$ cat config.mk
export PLATFORM = sky130hd
export DESIGN_NAME = vram_writer
export DESIGN_NICKNAME = d
export VERILOG_FILES = /design/src/rtl/vram_writer.sv
export SDC_FILE = /design/constraint.sdc
export NUM_CORES = 1
export LEC_CHECK = 0
export BUFFER_PORTS_ARGS = -buffer_cell sky130_fd_sc_hd__buf_4
export CELL_PAD_IN_SITES_DETAIL_PLACEMENT = 0
export CELL_PAD_IN_SITES_GLOBAL_PLACEMENT = 1
export CORE_ASPECT_RATIO = 1.2
export CORE_UTILIZATION = 43
export CTS_CLUSTER_DIAMETER = 120
export DETAILED_ROUTE_END_ITERATION = 10
export HOLD_SLACK_MARGIN = 0.06
export PLACE_DENSITY_LB_ADDON = 0.1
export SYNTH_ARGS = -nofsm -noshare
export SYNTH_HDL_FRONTEND = slang
export SYNTH_SLANG_ARGS = --single-unit
$ cat constraint.sdc
create_clock -name i_clk -period 4.61 [get_ports i_clk]
set_input_delay 1.383 -clock i_clk [delete_from_list [all_inputs] [get_ports i_clk]]
set_output_delay 1.383 -clock i_clk [all_outputs]
set_load 0.1 [all_outputs]
$ cat src/rtl/vram_writer.sv
// ---------------------------------------------------------------------------
// vram_writer
//
// Write-side controller for the 3-plane (R/G/B, 1 bit per plane) video frame
// buffer. It fills the same address space that the scan-out reader walks
// (0..PIXELS-1). There are two ways to fill it:
//   * a valid/ready pixel stream, started with i_frame_start;
//   * a single-colour fill of the whole frame, started with i_start_fill.
//
// Ports
//   i_clk          system clock, all logic on the rising edge
//   i_reset        synchronous, active-high reset
//   i_frame_start  begin (or restart) a streamed frame at address 0
//   i_start_fill   begin filling the whole frame with i_fill_color
//   i_fill_color   {R,G,B} fill colour, sampled on the i_start_fill cycle
//   i_pix_valid    i_pix_data holds a pixel
//   i_pix_data     {R,G,B} streamed pixel
//   o_pix_ready    block accepts a pixel this cycle (decoded from state)
//   o_wr_en        write strobe to all three planes
//   o_wr_addr      write address
//   o_wr_red       R plane write data
//   o_wr_green     G plane write data
//   o_wr_blue      B plane write data
//   o_busy         high while streaming or filling
//   o_frame_done   one-cycle pulse coincident with the final write of a frame
// ---------------------------------------------------------------------------
module vram_writer #(
    parameter int ADDR_W = 14,
    parameter int PIXELS = 12288
) (
    input  logic              i_clk,
    input  logic              i_reset,
    input  logic              i_frame_start,
    input  logic              i_start_fill,
    input  logic [2:0]        i_fill_color,
    input  logic              i_pix_valid,
    input  logic [2:0]        i_pix_data,
    output logic              o_pix_ready,
    output logic              o_wr_en,
    output logic [ADDR_W-1:0] o_wr_addr,
    output logic              o_wr_red,
    output logic              o_wr_green,
    output logic              o_wr_blue,
    output logic              o_busy,
    output logic              o_frame_done
);

    typedef enum logic [1:0] {
        ST_IDLE   = 2'd0,
        ST_STREAM = 2'd1,
        ST_FILL   = 2'd2
    } state_t;

    // Terminal address: the frame ends on an explicit compare, never on wrap.
    localparam logic [ADDR_W-1:0] LAST_ADDR = ADDR_W'(PIXELS - 1);

    state_t            r_state;
    logic [ADDR_W-1:0] r_ptr;
    logic [2:0]        r_fill_color;
    logic              r_wr_en;
    logic [ADDR_W-1:0] r_wr_addr;
    logic [2:0]        r_wr_rgb;
    logic              r_busy;
    logic              r_frame_done;

    logic              w_last;
    logic              w_accept;

    assign w_last      = (r_ptr == LAST_ADDR);
    assign o_pix_ready = (r_state == ST_STREAM);
    assign w_accept    = i_pix_valid && (r_state == ST_STREAM);

    assign o_wr_en      = r_wr_en;
    assign o_wr_addr    = r_wr_addr;
    assign o_wr_red     = r_wr_rgb[2];
    assign o_wr_green   = r_wr_rgb[1];
    assign o_wr_blue    = r_wr_rgb[0];
    assign o_busy       = r_busy;
    assign o_frame_done = r_frame_done;

    // Control FSM with registered write-port outputs.
    always_ff @(posedge i_clk) begin
        if (i_reset) begin
            r_state      <= ST_IDLE;
            r_ptr        <= '0;
            r_fill_color <= 3'b000;
            r_wr_en      <= 1'b0;
            r_wr_addr    <= '0;
            r_wr_rgb     <= 3'b000;
            r_busy       <= 1'b0;
            r_frame_done <= 1'b0;
        end else begin
            // Strobes are single-cycle unless a branch below re-asserts them.
            r_wr_en      <= 1'b0;
            r_frame_done <= 1'b0;

            case (r_state)
                ST_IDLE: begin
                    if (i_start_fill) begin
                        // Fill has priority over a simultaneous frame_start.
                        r_fill_color <= i_fill_color;
                        r_ptr        <= '0;
                        r_state      <= ST_FILL;
                        r_busy       <= 1'b1;
                    end else if (i_frame_start) begin
                        r_ptr   <= '0;
                        r_state <= ST_STREAM;
                        r_busy  <= 1'b1;
                    end else begin
                        r_busy <= 1'b0;
                    end
                end

                ST_STREAM: begin
                    if (i_frame_start) begin
                        // Restart: a pixel accepted on this same cycle is dropped.
                        r_ptr <= '0;
                    end else if (w_accept) begin
                        r_wr_en   <= 1'b1;
                        r_wr_addr <= r_ptr;
                        r_wr_rgb  <= i_pix_data;
                        if (w_last) begin
                            r_frame_done <= 1'b1;
                            r_ptr        <= '0;
                            r_state      <= ST_IDLE;
                            r_busy       <= 1'b0;
                        end else begin
                            r_ptr <= r_ptr + ADDR_W'(1);
                        end
                    end else begin
                        // Valid gap: hold the pointer so addresses stay contiguous.
                        r_ptr <= r_ptr;
                    end
                end

                ST_FILL: begin
                    r_wr_en   <= 1'b1;
                    r_wr_addr <= r_ptr;
                    r_wr_rgb  <= r_fill_color;
                    if (w_last) begin
                        r_frame_done <= 1'b1;
                        r_ptr        <= '0;
                        r_state      <= ST_IDLE;
                        r_busy       <= 1'b0;
                    end else begin
                        r_ptr <= r_ptr + ADDR_W'(1);
                    end
                end

                default: begin
                    r_state <= ST_IDLE;
                    r_ptr   <= '0;
                    r_busy  <= 1'b0;
                end
            endcase
        end
    end

endmodule

# Word level (Yosys, flattened, before mapping)
# Cells that the tools add are included.
# W data, S select, Z words.
# classes
add_sub_neg,1
eq_ne,7
muxes,31
reduce_logical,8
# ops
cell,n
$mux W14,7
$pmux W14 S3,1
$pmux W14 S2,1
$add A14 B1 Y14 const B,1
$eq A14 B14 Y1 const B,1
$mux W1,10
$mux W2,5
$mux W3,2
$pmux W2 S3,1
$pmux W3 S2,1
$reduce_and A2 Y1,3
$reduce_and A3 Y1,2
$pmux W1 S2,2
$ne A3 B2 Y1 const B,1
$ne A3 B3 Y1 const B,1
$pmux W1 S3,1
$eq A2 B1 Y1 const B,1
$eq A2 B2 Y1 const B,1
$logic_not A2 Y1,1
$ne A2 B1 Y1 const B,1
$ne A2 B2 Y1 const B,1
$reduce_bool A2 Y1,1
$logic_and A1 B1 Y1,1
# word_totals
register_bits,39
input_bits,11
out_inout_bits,21

# Logic depth before layout (Yosys ltp)
# Gate-level depths: netlist of the first run.
# depth
ltp_word,5
ltp_mapped,8

# Worst setup path before layout of the first run
# Ideal clock, no wire load.
# synth_timing
path_kind,flip-flop to output port
from,register r_state[1]
to,output o_pix_ready
arrival_time_ns,1.242
required_time_ns,3.227
slack_ns,1.985
stages_incl_launch_ff,3
n_path_buf,0
cell_sequence,dfxtp_1 -> inv_1 -> ha_1
# synth_via
elab_chain_cells,1
# synth_lines
item,line,rtl
from (decl),57,state_t r_state;
from (signal assigned),84,r_state <= ST_IDLE;
from (signal assigned),103,r_state <= ST_FILL;
from (signal assigned),107,r_state <= ST_STREAM;
$eq A2 B1 Y1,70,assign o_pix_ready = (r_state == ST_STREAM);
to (decl),38,"output logic o_pix_ready,"
# No other way between the ends.

# Worst setup path in the final report of the first run
# layout_timing
from,input i_start_fill
to,register r_ptr[7]
# layout_via
elab_chain_cells,2
elab_cells_between_ends,4
cone_classes,eq/ne (1); mux (2); reduce/logical (1)
# layout_lines
item,line,rtl
from (decl),34,"input logic i_start_fill,"
$mux W14 / $ne A3 B3 Y1 (equally long branches),--,
$pmux W14 S3 / $reduce_and A2 Y1 (equally long branches),--,
to (signal assigned),128,r_ptr <= r_ptr + ADDR_W'(1);
to (signal assigned),132,r_ptr <= r_ptr;
to (signal assigned),146,r_ptr <= r_ptr + ADDR_W'(1);
to (decl),58,logic [ADDR_W-1:0] r_ptr;
# Parallel ways exist; a longest one is shown, timed or not.
# A chain may end at the register's enable or synchronous reset.

==> results.json, run 1 <==
{
  "pre_cts_ws_ns": 1.58,
  "synth_edf_count": 0,
  "max_stage_delay_ns": 0.97,
  "synthesis.nets": 225,
  "r2r_cells": 6,
  "path_clk_slew_ns": 0.07,
  "diodes": 0,
  "final-setup-viol-count": 0,
  "top_layer_used": "met4",
  "finalWorstSetupSlack_ns": 1.81,
  "netlist_area_um2": 1750,
  "final_common_cell": "nand2_1",
  "r2r_end": "r_ptr[7]",
  "clock_path_buffers": 2,
  "fin_crit_ns": 2.80,
  "hold_start": "o_wr_addr[3]",
  "gp_congestion": 0.848,
  "r2r-start": "r_state[0]",
  "slew_headroom": 0.158,
  "synthArstFlopShare": 0,
  "final_util": 0.545,
  "io_buffers": 31,
  "wire_per_inst_um": 13.8,
  "startpoint_type": "input port",
  "synthFlopType": "dfxtp_1",
  "postSynthCellCount": 210,
  "p_comb_frac": 0.390,
  "finalCritPeriodShare": 0.608,
  "cp.required_ns": 4.82,
  "met3_length_um": 148,
  "tightest_slew_ns": 1.26,
  "viasPerCell": 5.52,
  "drc": 0,
  "area_growth_pct": 21.4,
  "ys_ff_latch": 39,
  "worstPathMaxFanout": 20,
  "cp-end-kind": "flip-flop",
  "antenna_found_initial": 0,
  "grt_max_degree": 28,
  "grt_usage": 0.196,
  "synth_area_leaders": "dfxtp_1 (45%), a21oi_1 (9.4%), nand2_1 (8.6%), o31ai_1 (3.0%), or4_1 (3.0%)",
  "clock_sinks": 39,
  "power.internal_w": 0.000660,
  "leakagePower_nw": 0.786,
  "p_sw_frac": 0.407,
  "critical_path_class": "in2reg",
  "whs_endpoint": "o_wr_addr[3]",
  "yosysUniqueCellTypes": 38,
  "slew_viol_final": 0,
  "root_buffer": "clkbuf_8",
  "gr-total-overflow": 0,
  "die_h_um": 72.0,
  "max-cap-violations": 0,
  "worst_ir_drop_vdd_mv": 0.159,
  "cts-buffers-inserted": 5,
  "ant_nets": 0,
  "rsz0062_at_grt": "no",
  "synth_top_area_frac": 0.445,
  "worstHoldPathCells": 2,
  "cts_setup_buffers": 0,
  "cp_num_buf_inv": 1,
  "power.switching_w": 0.000454,
  "core_um2": 3910,
  "drtPass1Iterations": 4,
  "cts-resized-gates": 0,
  "crit_family": "compound AO/OA/AOI/OAI gates",
  "boundaryPins": 32,
  "start_util": 0.449,
  "worstPathCellList": "buf_4 -> nand2b_1 -> a21oi_1 -> o31ai_1 -> a21oi_1",
  "report.final.hold_viol_count": 0,
  "ys_seq_area_frac": 0.445,
  "skew_ns": 0.00532,
  "vias": 1611,
  "drt_iter0_drc": 84,
  "final_cell_mix": "nand2_1 (40), dfxtp_1 (39), a21oi_1 (33)",
  "fmax_mhz": 357,
  "row_count": 25,
  "crit_slowest_cell": "a21oi_1",
  "hold_buffers": 0,
  "grt_pass1_vias": 1547,
  "status": "complete, no violations",
  "grt_pass1_wl_um": 6450,
  "drt_wl_total_um": 4020,
  "clkPwrFrac": 0.260,
  "crit_top_cell": "a21oi_1",
  "worst_ep_arrival_time_ns": 3.01,
  "wl_met2_um": 2160,
  "htree_levels": 2,
  "dp_hpwl_um": 2980,
  "min_path_type": "reg2reg",
  "cts_tree": "done",
  "yosys_warnings": 0,
  "drive_gt1_frac": 0.193,
  "final_nets": 252,
  "yosysTopAreaCell": "dfxtp_1",
  "tns_ns": 0,
  "die-width_um": 60.3,
  "dieArea_um2": 4340,
  "met1_length_um": 1650,
  "clk_latency_ns": 0.28,
  "p_per_area_nw_per_um2": 523,
  "syn_area_per_cell_um2": 8.35,
  "rrSetupSlack_ns": 2.34,
  "seqPwrFrac": 0.349
}
-- power by group through the flow --
stage	clock network, W	logic, W	registers, W
after global routing	0.000312	0.000466	0.000394
final	0.000290	0.000435	0.000389
after detailed placement	0	0.000436	0.000398
after floorplan	0	0.000227	0.000524
after global placement	0	0.000429	0.000396
after CTS	0.000299	0.000437	0.000390
-- Yosys cell counts, drive strengths merged, types with 2 or more instances --
library cell,number
a21o,2
a211oi,3
nand4,3
ha,4
mux2i,4
nor2,9
dfxtp,39
nor4,2
inv,8
o41ai,2
nand2b,4
and3,3
o21ai,3
nand2,40
nand3,9
a21oi,33
o31ai,7
nor2b,2
clkbuf,10
or4,8
-- tightest hold or removal path, cell delays in order (launching register included) --
cell and delay (ns):
dfxtp_1 0.31, nand2_1 0.05, a21oi_1 0.05
-- stage by stage --
step | area (um2) | hold WS [ns] | cells | total power (W)
finish | 2130 | 0.455 | 292 | 0.00111
global route | 2130 | 0.477 | 292 | 0.00117
CTS | 2130 | 0.458 | 292 | 0.00113
detailed placement | 2010 | 0.447 | 284 | 0.000834
global placement | 2010 | 0.445 | 284 | 0.000825
floorplan | 1750 | 0.436 | 210 | 0.000751
-- cell type report --
type,count,area (um2)
multi-input cells,152,901
well taps,54,67.6
inverters,8,30.0
fillers,396,1780
clock inverters,2,35.0
clock buffers,6,82.6
flip-flops and latches,39,781
repair buffers,31,233
-- worst max path at each step --
stage	endpoint	cells past startpoint	startpoint	slack (ns)
after floorplan	o_pix_ready	2	r_state[1]	1.98
after global routing	r_ptr[2]	5	i_pix_valid	1.62
after global placement	r_ptr[7]	5	i_start_fill	1.62
final	r_ptr[7]	5	i_start_fill	1.81
after detailed placement	r_ptr[7]	5	i_pix_valid	1.58
after CTS	r_ptr[7]	5	i_start_fill	1.87
-- registers in the layout, indices dropped and copies added, names as in the netlist --
signal        cells
o_busy            1
o_frame_done      1
o_wr_addr        14
o_wr_en           1
r_fill_color      3
r_ptr            14
r_state           2
r_wr_rgb          3
-- cells by family after synthesis --
| logic type | Yosys count | share of synthesized area |
|---|---|---|
| AND/OR/NAND/NOR | 86 | 0.252 |
| AO/OA/AOI/OAI | 56 | 0.196 |
| flip-flops | 39 | 0.445 |
| buffers and inverters | 19 | 0.0414 |
| multiplexers | 5 | 0.0314 |
| adder cells (fa/ha/maj) | 4 | 0.0285 |
| XOR/XNOR | 1 | 0.00499 |
-- metal layers --
| layer | GRT usage | vias up |
|---|---|---|
| met5 | 0 | - |
| met4 | 0.0775 | 0 |
| met3 | 0.0321 | 6 |
| met2 | 0.370 | 36 |
| met1 | 0.209 | 767 |
| li1 | - | 802 |
No activity file was read; power rests on OpenSTA's default activity.
==> run 2, diff against run 1 <==
ABC_AREA = 1   (was default)
CORE_UTILIZATION = 39   (was 43)
clock period = 2.6 ns   (was 4.61 ns; I/O delays follow)
==> run 2 against run 1 <==
Against the previous run:
- the flow now finishes with violations (DRC)
- flip-flop and latch count unchanged
- area after synthesis decreased by 1.4%
- synthesized cell count increased by 8.1%
- critical path depth decreased by 2
- utilization decreased by 4.9 points
- count of clock-buffer cells in the layout increased by 2
- cell count increased by 8.9%
- critical path type is now reg2out
- critical endpoint is now o_pix_ready
- highest routed layer unchanged
==> results.json, run 2 <==
{
  "rrSetupSlack_ns": 0.99,
  "finalCritPeriodShare": 0.808,
  "ys_seq_area_frac": 0.452,
  "cp-endpoint": "o_pix_ready",
  "p_comb_frac": 0.489,
  "violations": "DRC",
  "tns_ns": 0,
  "worst_ep_arrival_time_ns": 1.32,
  "path_clk_slew_ns": 0.07,
  "r2r-start": "r_state[0]",
  "root_buffer": "clkbuf_8",
  "cts-buffers-inserted": 5,
  "cts-resized-gates": 0,
  "clkPwrFrac": 0.187,
  "final_cell_mix": "dfxtp_1 (39), nand2_1 (36), buf_4 (33)",
  "boundaryPins": 32,
  "pre_cts_ws_ns": 0.730,
  "ys_ff_latch": 39,
  "drt_wl_total_um": 3740,
  "r2r_end": "o_wr_addr[1]",
  "start_util": 0.406,
  "slew_headroom": 0.650,
  "worstPathMaxFanout": 7,
  "seqPwrFrac": 0.324,
  "cts_tree": "done",
  "yosysUniqueCellTypes": 26,
  "power.internal_w": 0.00119,
  "synth_top_area_frac": 0.452,
  "synthFlopType": "dfxtp_1",
  "r2r_cells": 8,
  "dp_hpwl_um": 2830,
  "wire_per_inst_um": 11.7,
  "startpoint": "r_state[1]",
  "netlist_area_um2": 1730,
  "hold_buffers": 0,
  "p_per_area_nw_per_um2": 1110,
  "synth_area_leaders": "dfxtp_1 (45%), nand2_1 (7.8%), o21ai_0 (7.2%), nor2_1 (6.5%), inv_1 (5.0%)",
  "tightest_slew_ns": 0.519,
  "clock_path_buffers": 2,
  "max-cap-violations": 0,
  "synthArstFlopShare": 0,
  "drive_gt1_frac": 0.225,
  "leakagePower_nw": 0.893,
  "grt_pass1_wl_um": 6170,
  "die-width_um": 62.8,
  "cts_setup_buffers": 0,
  "final_nets": 276,
  "fmax_mhz": 476,
  "finalWorstSetupSlack_ns": 0.499,
  "fin_cells": 318,
  "gr-total-overflow": 0,
  "clock_sinks": 39,
  "min_path_type": "reg2reg",
  "slew_viol_final": 0,
  "row_count": 26,
  "drtPass1Iterations": 7,
  "io_buffers": 31,
  "yosys-top-cells-count": "dfxtp_1 (39), nand2_1 (36), nor2_1 (30)",
  "p_sw_frac": 0.497,
  "syn_area_per_cell_um2": 7.62,
  "area_growth_pct": 22.2,
  "fin_crit_ns": 2.10,
  "final-setup-viol-count": 0,
  "synthesis.nets": 242,
  "postSynthCellCount": 227,
  "cp-end-kind": "primary output",
  "final_util": 0.496,
  "diodes": 0,
  "core_um2": 4260,
  "clk_latency_ns": 0.29,
  "drt_iter0_drc": 46,
  "cp.required_ns": 1.82,
  "antenna_found_initial": 0,
  "startpoint_type": "flip-flop",
  "finalPower_w": 0.00235,
  "grt_pass1_vias": 1390,
  "ant_nets": 0,
  "yosys_warnings": 0,
  "gp_congestion": 0.773,
  "htree_levels": 2,
  "drc": 1,
  "final_common_cell": "dfxtp_1",
  "rsz0062_at_grt": "no",
  "status": "finished, violations left",
  "grt_max_degree": 33,
  "report.final.hold_viol_count": 0,
  "dieArea_um2": 4710,
  "power.switching_w": 0.00117,
  "synth_edf_count": 0,
  "skew_ns": 0.00477,
  "numPlacedInstances": 310,
  "worst_ir_drop_vdd_mv": 0.747,
  "yosysTopAreaCell": "dfxtp_1",
  "grt_usage": 0.171,
  "viasPerCell": 4.78,
  "synth_most_common_cell": "dfxtp_1",
  "die_h_um": 74.9,
  "critical_path_class": "reg2out",
  "vias": 1519
}
run 2: cell types whose count changed after synthesis, sizes merged, moves of 4 or more:
cell / change
mux2i: -4
o31ai: -7
a21oi: -18
clkbuf: -8
nor2: +26
nand3: +4
a31oi: +4
nor3: +4
nand2b: -4
inv: +18
xor2: +5
or4: -8
o21ai: +22
run 2: worst min path at each step:
stage / start / endpoint / slack, ns / depth (start not counted)
floorplan: r_fill_color[0] / r_wr_rgb[0] / 0.45 / 2
global placement: o_busy / o_busy / 0.45 / 2
detailed placement: o_busy / o_busy / 0.45 / 2
CTS: o_busy / o_busy / 0.46 / 2
global route: o_busy / o_busy / 0.49 / 2
finish: o_busy / o_busy / 0.46 / 2
run 2: metrics by stage:
stage / hold WS (ns) / instance area (um2)
2_1_floorplan: 0.450 / 1730
3_5_place_dp: 0.452 / 2010
6_report: 0.458 / 2110
3_3_place_gp: 0.453 / 2010
4_1_cts: 0.462 / 2110
5_1_grt: 0.488 / 2110
run 2: routing by layer:
layer	vias to the layer above	track usage	part of all wire
li1	808	-	-
met3	7	0.0318	0.025
met5	-	0	0
met4	0	0.0853	0.017
met1	681	0.205	0.47
met2	23	0.298	0.49
run 2: cells by family after synthesis:
group                      after synthesis  share of synthesized area
AOI/OAI and AO/OA                       47                      0.146
xor gates and xnor gates                 5                     0.0253
adders and majority gates                4                     0.0289
buffers and inverters                   32                     0.0774
DFF                                     39                      0.452
and+or+nand+nor                        100                      0.271
run 2: final cells by class:
class	instances	area, um2
fill	462	2150
clock buffer	8	100
timing repair buffer	33	248
sequential	39	781
tap	56	70.1
inverter	26	100
multi-input combinational	156	815
run 2: critical path, stage by stage, from the launching register on:
cell and delay [ns]:
dfxtp_1 0.33, inv_1 0.08, ha_1 0.29, buf_4 0.34
run 2: power groups by stage:
stage / Sequential (W) / Clock [W] / Combinational, W
2_1_floorplan: 0.00138 / 0 / 0.000332
5_1_grt: 0.000778 / 0.000479 / 0.00122
3_3_place_gp: 0.000776 / 0 / 0.00116
6_report: 0.000763 / 0.000440 / 0.00115
4_1_cts: 0.000764 / 0.000455 / 0.00116
3_5_place_dp: 0.000774 / 0 / 0.00116
